## config.mk

```make
export PLATFORM = sky130hd
export DESIGN_NAME = int_controller_flat
export DESIGN_NICKNAME = d
export VERILOG_FILES = /design/src/rtl/int_controller_if.sv /design/src/rtl/int_controller.sv /design/src/flat_wrapper.sv
export SDC_FILE = /design/constraint.sdc
export NUM_CORES = 1
export LEC_CHECK = 0
export CORE_ASPECT_RATIO = 2
export CORE_MARGIN = 2
export CORE_UTILIZATION = 35
export CTS_CLUSTER_DIAMETER = 150
export DETAILED_ROUTE_END_ITERATION = 10
export PLACE_DENSITY = 0.53
export SLEW_MARGIN = 20
export SYNTH_ARGS = -nofsm -noshare
export SYNTH_HDL_FRONTEND = slang
export SYNTH_SLANG_ARGS = --single-unit
```

## constraint.sdc

```tcl
create_clock -name clk -period 3.04 [get_ports clk]
set_clock_uncertainty 0.15 [all_clocks]
set_input_delay 0.304 -clock clk [delete_from_list [all_inputs] [get_ports clk]]
set_output_delay 0.304 -clock clk [all_outputs]
set_load 0.01 [all_outputs]
```

## src/rtl/int_controller_if.sv

```systemverilog
// Request/acknowledge, injected-instruction and config bus between the CPU side and int_controller.
// Pure wiring: no latency of its own.
// No backpressure: the CPU paces the controller only through ACK and int_done.
//
// Signals:
//   irq[NUM_SRC]        peripheral requests (rising-edge sensitive)
//   ACK, int_done       CPU acknowledge / return-from-interrupt pulses
//   cfg_we/addr/wdata   config write port; cfg_rdata combinational read data
//   INT, INT_INSTR      interrupt request and injected instruction word
//   active_id, busy     source under service; controller not idle
//   timeout_err         sticky ACK-timeout flag
// Modports: master = CPU/peripheral side, slave = controller.
interface int_controller_if #(
    parameter int NUM_SRC = 8
);
    logic [NUM_SRC-1:0] irq;
    logic               ACK;
    logic               int_done;
    logic               cfg_we;
    logic [4:0]         cfg_addr;
    logic [31:0]        cfg_wdata;
    logic [31:0]        cfg_rdata;
    logic               INT;
    logic [31:0]        INT_INSTR;
    logic [3:0]         active_id;
    logic               busy;
    logic               timeout_err;

    modport master (
        output irq, ACK, int_done, cfg_we, cfg_addr, cfg_wdata,
        input  cfg_rdata, INT, INT_INSTR, active_id, busy, timeout_err
    );

    modport slave (
        input  irq, ACK, int_done, cfg_we, cfg_addr, cfg_wdata,
        output cfg_rdata, INT, INT_INSTR, active_id, busy, timeout_err
    );
endinterface

```

## src/rtl/int_controller.sv

```systemverilog
// Edge-latching, masked, fixed-priority interrupt controller that injects NOOP pad + handler jump.
// Latency: irq edge -> INT in 2 cycles; ACK -> first injected word next cycle.
// Backpressure: holds INT until ACK, then blocks new service until int_done.
//
// Ports: clk, rst (synchronous, active high), ic_if (int_controller_if.slave):
//   irq/ACK/int_done/cfg_we/cfg_addr/cfg_wdata in; cfg_rdata/INT/INT_INSTR/active_id/busy/timeout_err out.
// Optional macro INT_TIMEOUT_EN: abandon a REQ after TIMEOUT cycles without ACK and set sticky timeout_err.
// Config map: 0..NUM_SRC-1 vector[26:0]; 0x10 enable mask; 0x11 pending (read, write-1-to-clear).
module int_controller #(
    parameter int NUM_SRC = 8,
    parameter int INJ_PAD = 2,
    parameter int TIMEOUT = 255
) (
    input logic             clk,
    input logic             rst,
    int_controller_if.slave ic_if
);
    localparam logic [31:0] NOOP      = 32'h7800_0000;
    localparam logic [4:0]  ADDR_MASK = 5'h10;
    localparam logic [4:0]  ADDR_PEND = 5'h11;
    localparam logic [4:0]  ADDR_NSRC = 5'(NUM_SRC);
    // Internal source vectors are always 16 wide so a 4-bit id indexes them cleanly;
    // bits at or above NUM_SRC are forced to zero.
    localparam logic [15:0] SRC_MASK  = 16'((32'd1 << NUM_SRC) - 32'd1);
    localparam logic [2:0]  PAD_LAST  = 3'((INJ_PAD > 0) ? INJ_PAD - 1 : 0);

    typedef enum logic [2:0] {S_IDLE, S_REQ, S_PAD, S_JMP, S_SERVICE} state_t;

    state_t      state_q, state_d;
    logic [15:0] pend_q, pend_d;
    logic [15:0] mask_q, mask_d;
    logic [15:0] irq_q;
    logic [26:0] vec_q [16];
    logic [3:0]  id_q, id_d;
    logic [2:0]  pad_q, pad_d;

    logic [15:0] irq_ext, edge_set, elig, w1c, ack_clr;
    logic [3:0]  winner;
    logic        win_vld;
    logic        ack_take;
    logic        to_hit;
    logic        unused_wdata;

    assign unused_wdata = &{1'b0, ic_if.cfg_wdata[31:27]};

    assign irq_ext  = 16'(ic_if.irq);
    assign edge_set = irq_ext & ~irq_q;
    assign elig     = pend_q & mask_q;
    assign w1c      = (ic_if.cfg_we && ic_if.cfg_addr == ADDR_PEND) ? ic_if.cfg_wdata[15:0] : 16'd0;
    assign ack_clr  = ack_take ? (16'd1 << id_q) : 16'd0;

    // A new edge overrides both W1C and the ACK clear on the same bit.
    assign pend_d = ((pend_q & ~w1c & ~ack_clr) | edge_set) & SRC_MASK;
    assign mask_d = (ic_if.cfg_we && ic_if.cfg_addr == ADDR_MASK) ?
                    (ic_if.cfg_wdata[15:0] & SRC_MASK) : mask_q;

    // Lowest index wins: scan downward so the last hit is the lowest.
    always_comb begin
        winner  = 4'd0;
        win_vld = 1'b0;
        for (int i = 15; i >= 0; i--) begin
            if (elig[i]) begin
                winner  = 4'(i);
                win_vld = 1'b1;
            end
        end
    end

    always_comb begin
        state_d  = state_q;
        id_d     = id_q;
        pad_d    = pad_q;
        ack_take = 1'b0;
        case (state_q)
            S_IDLE: begin
                if (win_vld) begin
                    id_d    = winner;
                    state_d = S_REQ;
                end
            end
            S_REQ: begin
                // ACK takes precedence over a timeout in the same cycle.
                if (ic_if.ACK) begin
                    ack_take = 1'b1;
                    pad_d    = 3'd0;
                    if (INJ_PAD > 0) state_d = S_PAD;
                    else             state_d = S_JMP;
                end else if (to_hit) begin
                    state_d = S_IDLE;
                end
            end
            S_PAD: begin
                if (pad_q == PAD_LAST) state_d = S_JMP;
                else                   pad_d   = pad_q + 3'd1;
            end
            S_JMP:     state_d = S_SERVICE;
            S_SERVICE: if (ic_if.int_done) state_d = S_IDLE;
            default:   state_d = S_IDLE;
        endcase
    end

    always_ff @(posedge clk) begin
        if (rst) begin
            state_q <= S_IDLE;
            pend_q  <= '0;
            mask_q  <= '0;
            irq_q   <= '0;
            id_q    <= '0;
            pad_q   <= '0;
            for (int i = 0; i < 16; i++) vec_q[i] <= '0;
        end else begin
            state_q <= state_d;
            pend_q  <= pend_d;
            mask_q  <= mask_d;
            irq_q   <= irq_ext;
            id_q    <= id_d;
            pad_q   <= pad_d;
            if (ic_if.cfg_we && ic_if.cfg_addr < ADDR_NSRC)
                vec_q[ic_if.cfg_addr[3:0]] <= ic_if.cfg_wdata[26:0];
        end
    end

`ifdef INT_TIMEOUT_EN
    localparam logic [15:0] TO_LAST = 16'(TIMEOUT - 1);
    logic [15:0] to_q;
    logic        err_q;

    // to_q counts completed REQ cycles; the TIMEOUT-th one without ACK abandons the request.
    assign to_hit = (state_q == S_REQ) && (to_q == TO_LAST);

    always_ff @(posedge clk) begin
        if (rst) begin
            to_q  <= '0;
            err_q <= 1'b0;
        end else begin
            if (state_q == S_REQ && state_d == S_REQ) to_q <= to_q + 16'd1;
            else                                       to_q <= '0;
            if (to_hit && !ic_if.ACK) err_q <= 1'b1;
        end
    end
    assign ic_if.timeout_err = err_q;
`else
    localparam int unused_timeout = TIMEOUT;
    assign to_hit            = 1'b0;
    assign ic_if.timeout_err = 1'b0;
`endif

    assign ic_if.INT       = (state_q == S_REQ);
    assign ic_if.busy      = (state_q != S_IDLE);
    assign ic_if.active_id = id_q;
    assign ic_if.INT_INSTR = (state_q == S_JMP) ? {5'b10100, vec_q[id_q]} : NOOP;

    always_comb begin
        ic_if.cfg_rdata = 32'd0;
        if (ic_if.cfg_addr < ADDR_NSRC)      ic_if.cfg_rdata = {5'd0, vec_q[ic_if.cfg_addr[3:0]]};
        else if (ic_if.cfg_addr == ADDR_MASK) ic_if.cfg_rdata = {16'd0, mask_q};
        else if (ic_if.cfg_addr == ADDR_PEND) ic_if.cfg_rdata = {16'd0, pend_q};
    end
endmodule
```

## src/flat_wrapper.sv

```systemverilog
// flat-port wrapper written by rule: the top's interface ports become plain ports
module int_controller_flat 
#(
    parameter int NUM_SRC = 8,
    parameter int INJ_PAD = 2,
    parameter int TIMEOUT = 255
)
  (clk, rst, ic_if_irq, ic_if_ACK, ic_if_int_done, ic_if_cfg_we, ic_if_cfg_addr, ic_if_cfg_wdata, ic_if_cfg_rdata, ic_if_INT, ic_if_INT_INSTR, ic_if_active_id, ic_if_busy, ic_if_timeout_err);
  int_controller_if #(.NUM_SRC(NUM_SRC)) ic_if_i ();
  input logic clk;
  input logic rst;
  input wire logic [$bits(ic_if_i.irq)-1:0] ic_if_irq;
  input wire logic [$bits(ic_if_i.ACK)-1:0] ic_if_ACK;
  input wire logic [$bits(ic_if_i.int_done)-1:0] ic_if_int_done;
  input wire logic [$bits(ic_if_i.cfg_we)-1:0] ic_if_cfg_we;
  input wire logic [$bits(ic_if_i.cfg_addr)-1:0] ic_if_cfg_addr;
  input wire logic [$bits(ic_if_i.cfg_wdata)-1:0] ic_if_cfg_wdata;
  output wire logic [$bits(ic_if_i.cfg_rdata)-1:0] ic_if_cfg_rdata;
  output wire logic [$bits(ic_if_i.INT)-1:0] ic_if_INT;
  output wire logic [$bits(ic_if_i.INT_INSTR)-1:0] ic_if_INT_INSTR;
  output wire logic [$bits(ic_if_i.active_id)-1:0] ic_if_active_id;
  output wire logic [$bits(ic_if_i.busy)-1:0] ic_if_busy;
  output wire logic [$bits(ic_if_i.timeout_err)-1:0] ic_if_timeout_err;
  assign ic_if_i.irq = ic_if_irq;
  assign ic_if_i.ACK = ic_if_ACK;
  assign ic_if_i.int_done = ic_if_int_done;
  assign ic_if_i.cfg_we = ic_if_cfg_we;
  assign ic_if_i.cfg_addr = ic_if_cfg_addr;
  assign ic_if_i.cfg_wdata = ic_if_cfg_wdata;
  assign ic_if_cfg_rdata = ic_if_i.cfg_rdata;
  assign ic_if_INT = ic_if_i.INT;
  assign ic_if_INT_INSTR = ic_if_i.INT_INSTR;
  assign ic_if_active_id = ic_if_i.active_id;
  assign ic_if_busy = ic_if_i.busy;
  assign ic_if_timeout_err = ic_if_i.timeout_err;
  int_controller #(.NUM_SRC(NUM_SRC), .INJ_PAD(INJ_PAD), .TIMEOUT(TIMEOUT)) u_core (.clk(clk), .rst(rst), .ic_if(ic_if_i));
endmodule
```

==> metrics.md, run 1 <==
| Metric | Value |
|---|---|
| Die area | `39,200 um2` |
| Final instance area | `16,100 um2` |
| Internal | `6.00 mW` |
| Critical path arrival | `2.51 ns` |
| Number of global-route vias before repair | `9,116` |
| Detailed-route via count | `8,382` |
| Crit path kind | `flip-flop to output pin` |
| First-pass GRT wire length | `56.5 mm` |
| Maximum vdd ir drop | `0.359 mV` |
| Combinational power share | `0.097` |
| DRT Wirelength | `38.5 mm` |
| Pre-CTS setup slack | `0.0360 ns` |
| Post-route ant nets | `0` |
| Number of synthesized flops with an enable pin | `216` |
| Die width | `141 um` |
| Synthesized area per cell | `13.9 um2` |
| Clk sinks | `252` |
| Total negative slack | `0 ns` |
| Port Buffers | `107` |
| Largest family of logic cells by synthesized area | `multiplexers` |
| Crit path max fanout | `9` |
| Fin crit share | `0.975` |
| Hold_ws | `0.210 ns` |
| Type of the tightest min-delay check | `input port to flip-flop` |
| Total I/O pin count | `121` |
| Area Growth Syn to Fin | `22.2%` |
| Switch Pwr | `1.81 mW` |
| Worst Max-Slew Pin Slew | `0.717 ns` |
| GRT Overall Usage | `0.195` |
| Die height | `278 um` |
| Register bit total from synthesis | `252` |
| Yosys warns | `0` |
| Achievable Freq | `0.337 GHz` |
| H-Tree Depth | `1` |
| Clock-pin slew on the worst setup and hold paths | `0.07 ns` |
| DRT iter0 DRCs | `492` |
| Number of CTS-inserted buffers | `25` |
| Post-DP HPWL | `25.1 mm` |
| Total Power | `7.81 mW` |
| Drt pass-1 iters | `8` |
| Core Area | `37,200 um2` |
| Adder-Cell Fraction of Synth Area | `0.00190` |
| Ys async rst share | `0` |
| Mux cell area share after synthesis | `0.207` |
| Drt drc | `0` |
| Num rows | `100` |
| Synth Area in Compound Gates | `0.0363` |
| Final hold vios | `0` |
| Worst slew margin | `0.520` |
| Post-Synth Simple-Gate Area | `0.169` |
| Ant. Diodes | `0` |
| Worst setup margin | `0.0768 ns` |
| Final setup fails | `0` |
| Largest net degree at the start of global routing | `55` |
| Pleak | `5.50 nW` |
| Startpoint types | `flip-flop` |
| Clk Latency, worst-skew pair | `0.54 ns` |
| Clock Path Buffers | `3` |
| Fillers | `3,392` |
| Final Max Slew Viols | `0` |
| Outcome | `complete, no violations` |
| Clock group share of total power | `0.389` |
| Max-Cap Viols | `0` |
| Post-DP Area | `15,100 um2` |
| Ys flop type | `edfxtp_1` |
| WL per Instance | `24.6 um` |
| GRT overflow | `0` |
| Crit path capture type | `output pin` |
| Pwr Density | `486 nW/um2` |
| Crit path required time | `2.59 ns` |
| Min Tclk post-route | `2.96 ns` |
| Routed vias/inst | `5.36` |
| CTS tree | `done` |
| Clk root buf | `clkbuf_16` |
| Synth Cell Area | `13,200 um2` |
| Netlist cell types | `44` |
| Starting Density | `0.354` |
| Synth Area in XOR/XNOR | `0.00133` |
| Post-synthesis sequential area ratio | `0.548` |
| Antenna violations before repair | `0` |
| Gpl congestion | `0.771` |
| Hold buffer count at cts | `0` |
| Syn Inst Count | `948` |
| Sw frac | `0.232` |
| Final-stage net count | `1,139` |
| Layout cells sized above 1 | `0.227` |
| Reg power frac | `0.515` |
-- cells in the final DEF (no fill, tap or decap), types with 3 or more instances in the layout --
| cell | instances |
|---|---|
| a311o_1 | 8 |
| dfxtp_1 | 33 |
| nor2b_1 | 9 |
| o2bb2ai_1 | 8 |
| nand2_1 | 68 |
| nand2b_1 | 7 |
| nor3_1 | 10 |
| a22oi_1 | 4 |
| buf_4 | 54 |
| nand3_1 | 12 |
| inv_1 | 21 |
| mux2i_1 | 24 |
| a222oi_1 | 8 |
| clkdlybuf4s50_1 | 102 |
| clkbuf_2 | 4 |
| conb_1 | 8 |
| buf_12 | 15 |
| clkinv_2 | 3 |
| edfxtp_1 | 216 |
| a21oi_1 | 34 |
| mux2i_2 | 5 |
| and2_1 | 217 |
| clkbuf_1 | 5 |
| mux4_2 | 108 |
| nor2_1 | 37 |
| or2_2 | 8 |
| nor2_4 | 6 |
| clkbuf_8 | 3 |
| clkbuf_16 | 28 |
-- metrics by stage --
stage | util | std cells
6_report | 0.432 | 1564
5_1_grt | 0.432 | 1564
4_1_cts | 0.428 | 1553
3_5_place_dp | 0.406 | 1507
3_3_place_gp | 0.406 | 1507
2_1_floorplan | - | 954
-- power by group through the flow --
| stage | Combinational (mW) | Sequential (mW) | Clock (mW) |
|---|---|---|---|
| final | 0.757 | 4.02 | 3.03 |
| after global routing | 0.812 | 4.04 | 3.21 |
| after CTS | 0.769 | 4.02 | 3.10 |
| after detailed placement | 0.764 | 4.09 | 0 |
| after global placement | 0.762 | 4.08 | 0 |
| after floorplan | 0.427 | 4.05 | 0 |
-- final timing paths --
kind	start	end	slack, ns	cells after the start
hold / removal	ic_if_irq[6]	u_core.irq_q[6]	0.21	2
setup reg to reg	u_core.state_q[0]	u_core.pend_q[6]	1.15	4
hold reg to reg	u_core.irq_q[3]	u_core.pend_q[3]	0.31	2
setup / recovery	flip-flop	ic_if_INT_INSTR[23]	0.08	6
-- registers in the layout, indices dropped and copies added, names as in the netlist, named ones only --
signal,flops
u_core.state_q,3
u_core.vec_q,216
u_core.irq_q,8
u_core.ic_if.active_id,3
u_core.pad_q,3
u_core.pend_q,8
u_core.mask_q,8
-- cell type report --
type	instances	area [um2]	share of cell area
clock buffer	37	706	0.0439
clock inverter	8	72.6	0.00452
multi-input combinational	606	5520	0.344
timing repair buffer	181	1900	0.118
tap	459	574	0.0357
sequential	252	7210	0.449
inverter	21	78.8	0.00491
-- synth_stat cells (2+ instances only) --
library cell | count | share of area
nand2b_1 | 7 | 0.0033
xor2_1 | 2 | 0.0013
mux4_2 | 108 | 0.18
a32o_1 | 2 | 0.0015
nor2_4 | 6 | 0.0051
nor3b_1 | 2 | 0.0011
nor2_1 | 37 | 0.011
mux2i_1 | 29 | 0.022
or4b_4 | 2 | 0.0021
nor2b_1 | 9 | 0.0043
buf_1 | 5 | 0.0014
buf_4 | 11 | 0.0063
buf_6 | 4 | 0.0034
buf_2 | 17 | 0.0065
a222oi_1 | 8 | 0.0061
conb_1 | 2 | 0.00057
a311o_1 | 8 | 0.0061
nand3_1 | 12 | 0.0046
dfxtp_1 | 36 | 0.055
edfxtp_1 | 216 | 0.49
nand4_1 | 2 | 0.00095
or2_2 | 8 | 0.0038
a22oi_1 | 4 | 0.0023
a21oi_1 | 34 | 0.013
clkbuf_1 | 26 | 0.0074
o2bb2ai_1 | 8 | 0.0053
clkbuf_2 | 12 | 0.0046
ha_1 | 2 | 0.0019
nor3_4 | 2 | 0.0025
inv_1 | 21 | 0.0060
and2_1 | 217 | 0.10
nor3_1 | 10 | 0.0038
nand2_1 | 68 | 0.019
-- what timing repair did --
action,4_1_cts,5_1_grt
gates cloned,1,4
endpoints found under the setup margin,13,16
setup buffers,0,7
pin swaps,0,1
gates resized for setup,7,3
-- critical path, stage by stage, from the launching register on --
cell and delay, ns:
dfxtp_4 0.37, buf_4 0.15, buf_12 0.16, mux4_2 0.53, mux2i_2 0.20, nor2_1 0.06
clkdlybuf4s50_1 0.50
-- kinds of logic after synthesis --
group / count (synthesis)
adders and majority gates: 2
AOI/OAI and AO/OA: 68
other: 2
DFF: 252
muxes: 137
and+or+nand+nor: 389
buffers and inverters: 96
xor gates and xnor gates: 2
-- routing by layer --
layer	track usage	wire length (um)	part of all wire	up-vias
met5	0	0	0	-
met4	0.0690	1200	0.031	0
met3	0.0167	1360	0.035	62
met2	0.382	22100	0.58	215
met1	0.215	13800	0.36	4298
li1	-	-	-	3807
(Power assumes the default switching activity.)
==> run 2, diff against run 1 <==
CORE_ASPECT_RATIO = 1.5   (was 2)
CORE_MARGIN = not set   (was 2)
MAX_ROUTING_LAYER = met4   (was not set)
==> metrics.md, run 2 (synthesis results as in run 1) <==
| Metric | Value |
|---|---|
| Outcome | `complete, no violations` |
| Total area of sequential cells | `7210 um2` |
| Switch Pwr | `1.86 mW` |
| Worst Max-Slew Pin Slew | `0.727 ns` |
| Drt pass-1 iters | `5` |
| Clock Path Buffers | `3` |
| DRT iter0 DRCs | `515` |
| Core Area | `36,900 um2` |
| Antenna violations before repair | `0` |
| CP bufs+invs | `2` |
| Clock-pin slew on the worst setup and hold paths | `0.06 ns` |
| Worst slew margin | `0.513` |
| Reg power frac | `0.490` |
| Hold_ws | `0.187 ns` |
| Worst setup margin | `0.0923 ns` |
| Detailed-route via count | `8,301` |
| R2R Setup Slk | `1.19 ns` |
| Die width | `160 um` |
| Biggest register | `u_core.vec_q` |
| Internal | `6.35 mW` |
| Multi-input logic area | `5500 um2` |
| Pre-CTS setup slack | `0.123 ns` |
| Gpl congestion | `0.868` |
| Final-stage net count | `1,120` |
| Layout cells sized above 1 | `0.207` |
| Crit path max fanout | `16` |
| Critical path's slowest cell | `clkdlybuf4s50_1` |
| Final core occ | `0.434` |
| Drt drc | `0` |
| Total I/O pin count | `121` |
| Final setup fails | `0` |
| RSZ-0062 raised after global routing | `true` |
| Area Growth Syn to Fin | `21.9%` |
| Final hold vios | `0` |
| Critical path arrival | `2.49 ns` |
| CP Cell Sequence | `clkbuf_16 > mux4_2 > mux2i_1 > nor2_1 > clkdlybuf4s50_1` |
| Starting Density | `0.356` |
| Final instance area | `16,000 um2` |
| Startpoint types | `flip-flop` |
| Hold buffer count at cts | `0` |
| Num rows | `86` |
| Type of the tightest min-delay check | `input port to flip-flop` |
| Ant. Diodes | `0` |
| Pwr Density | `512 nW/um2` |
| H-Tree Depth | `1` |
| Clk Latency, worst-skew pair | `0.55 ns` |
| Hold Crit Depth | `2` |
| Port Buffers | `107` |
| Final Max Slew Viols | `0` |
| Pleak | `5.50 nW` |
| Commonest cells after routing, fill and taps aside | `and2_1 (217), edfxtp_1 (216), mux4_2 (108)` |
| Min Tclk post-route | `2.95 ns` |
| Number of global-route vias before repair | `8,805` |
| Fillers | `3,375` |
| Worst Reg2Reg Path Length in Cells | `4` |
| Number of CTS-inserted buffers | `27` |
| Crit path kind | `flip-flop to output pin` |
| GRT Overall Usage | `0.203` |
| Post-DP Area | `15,100 um2` |
| Delay-heaviest family, CP | `buffers and inverters` |
| Crit path capture type | `output pin` |
| Combinational power share | `0.091` |
| Reg2reg start | `u_core.state_q[0]` |
| Clock group share of total power | `0.420` |
| Crit path required time | `2.59 ns` |
| Crit path to | `ic_if_INT_INSTR[26]` |
| First-pass GRT wire length | `55.4 mm` |
| Largest net degree at the start of global routing | `55` |
| GRT overflow | `0` |
| Commonest non-fill, non-tap cell in the layout | `and2_1` |
| WP depth | `5` |
| Clk sinks | `252` |
| DRT Wirelength | `37.1 mm` |
| Total negative slack | `0 ns` |
| CTS tree | `done` |
| Fin crit share | `0.970` |
| Die height | `239 um` |
| Post-DP HPWL | `23.0 mm` |
| Achievable Freq | `0.339 GHz` |
| WL per Instance | `23.6 um` |
| Max-Cap Viols | `0` |
| Die area | `38,400 um2` |
| Max reg flops | `216` |
| Routed vias/inst | `5.28` |
| Maximum vdd ir drop | `0.444 mV` |
| Clk root buf | `clkbuf_16` |
| Sw frac | `0.226` |
| Post-route ant nets | `0` |
| Capturing point of the worst reg2reg path | `u_core.pend_q[2]` |
| CP max stage delay | `0.54 ns` |
-- run 2: stage by stage --
stage | power [mW] | instances
2_1_floorplan | 4.48 | 954
3_3_place_gp | 4.83 | 1522
3_5_place_dp | 4.84 | 1522
4_1_cts | 8.29 | 1571
5_1_grt | 8.46 | 1572
6_report | 8.20 | 1572
-- run 2: how the worst min path moves through the flow --
stage	startpoint	to	slack, ns
2_1_floorplan	u_core.irq_q[0]	u_core.pend_q[0]	0.29
3_3_place_gp	u_core.irq_q[1]	u_core.pend_q[1]	0.30
3_5_place_dp	u_core.irq_q[4]	u_core.pend_q[4]	0.30
4_1_cts	ic_if_irq[1]	u_core.irq_q[1]	0.16
5_1_grt	ic_if_irq[3]	u_core.irq_q[3]	0.19
6_report	ic_if_irq[1]	u_core.irq_q[1]	0.19
-- run 2: what timing repair did --
| action | in CTS | in global routing |
|---|---|---|
| setup endpoints to repair | 2 | 15 |
| buffers inserted | 0 | 0 |
| cloned | 0 | 1 |
| pin swaps | 0 | 0 |
| gates resized for setup | 3 | 7 |
-- run 2: layer usage --
| metal | routed length, um | up-vias | GRT usage |
|---|---|---|---|
| li1 | - | 3759 | - |
| met1 | 15200 | 4257 | 0.241 |
| met2 | 19500 | 226 | 0.360 |
| met3 | 1460 | 59 | 0.0218 |
| met4 | 880 | 0 | 0.0635 |
| met5 | 0 | - | - |
-- run 2: worst register-to-register path: cells and delay by family, from the launching register on --
| kind | cells | cell delay [ns] |
|---|---|---|
| simple gates | 3 | 1.02 |
| flops | 1 | 0.44 |
| compound gates | 1 | 0.12 |
-- run 2: power groups by stage --
stage / clock network (mW) / registers, mW / logic (mW)
after floorplan: 0 / 4.05 / 0.427
after global placement: 0 / 4.08 / 0.749
after detailed placement: 0 / 4.09 / 0.753
after CTS: 3.52 / 4.01 / 0.756
after global routing: 3.63 / 4.04 / 0.797
final: 3.44 / 4.01 / 0.744
-- run 2: area by class of cell --
class	instances	share of cell area
clock buffer	31	0.0431
timing repair buffer	160	0.107
inverter	21	0.00492
tap	484	0.0378
clock inverter	18	0.0137
sequential	252	0.450
multi-input combinational	606	0.343
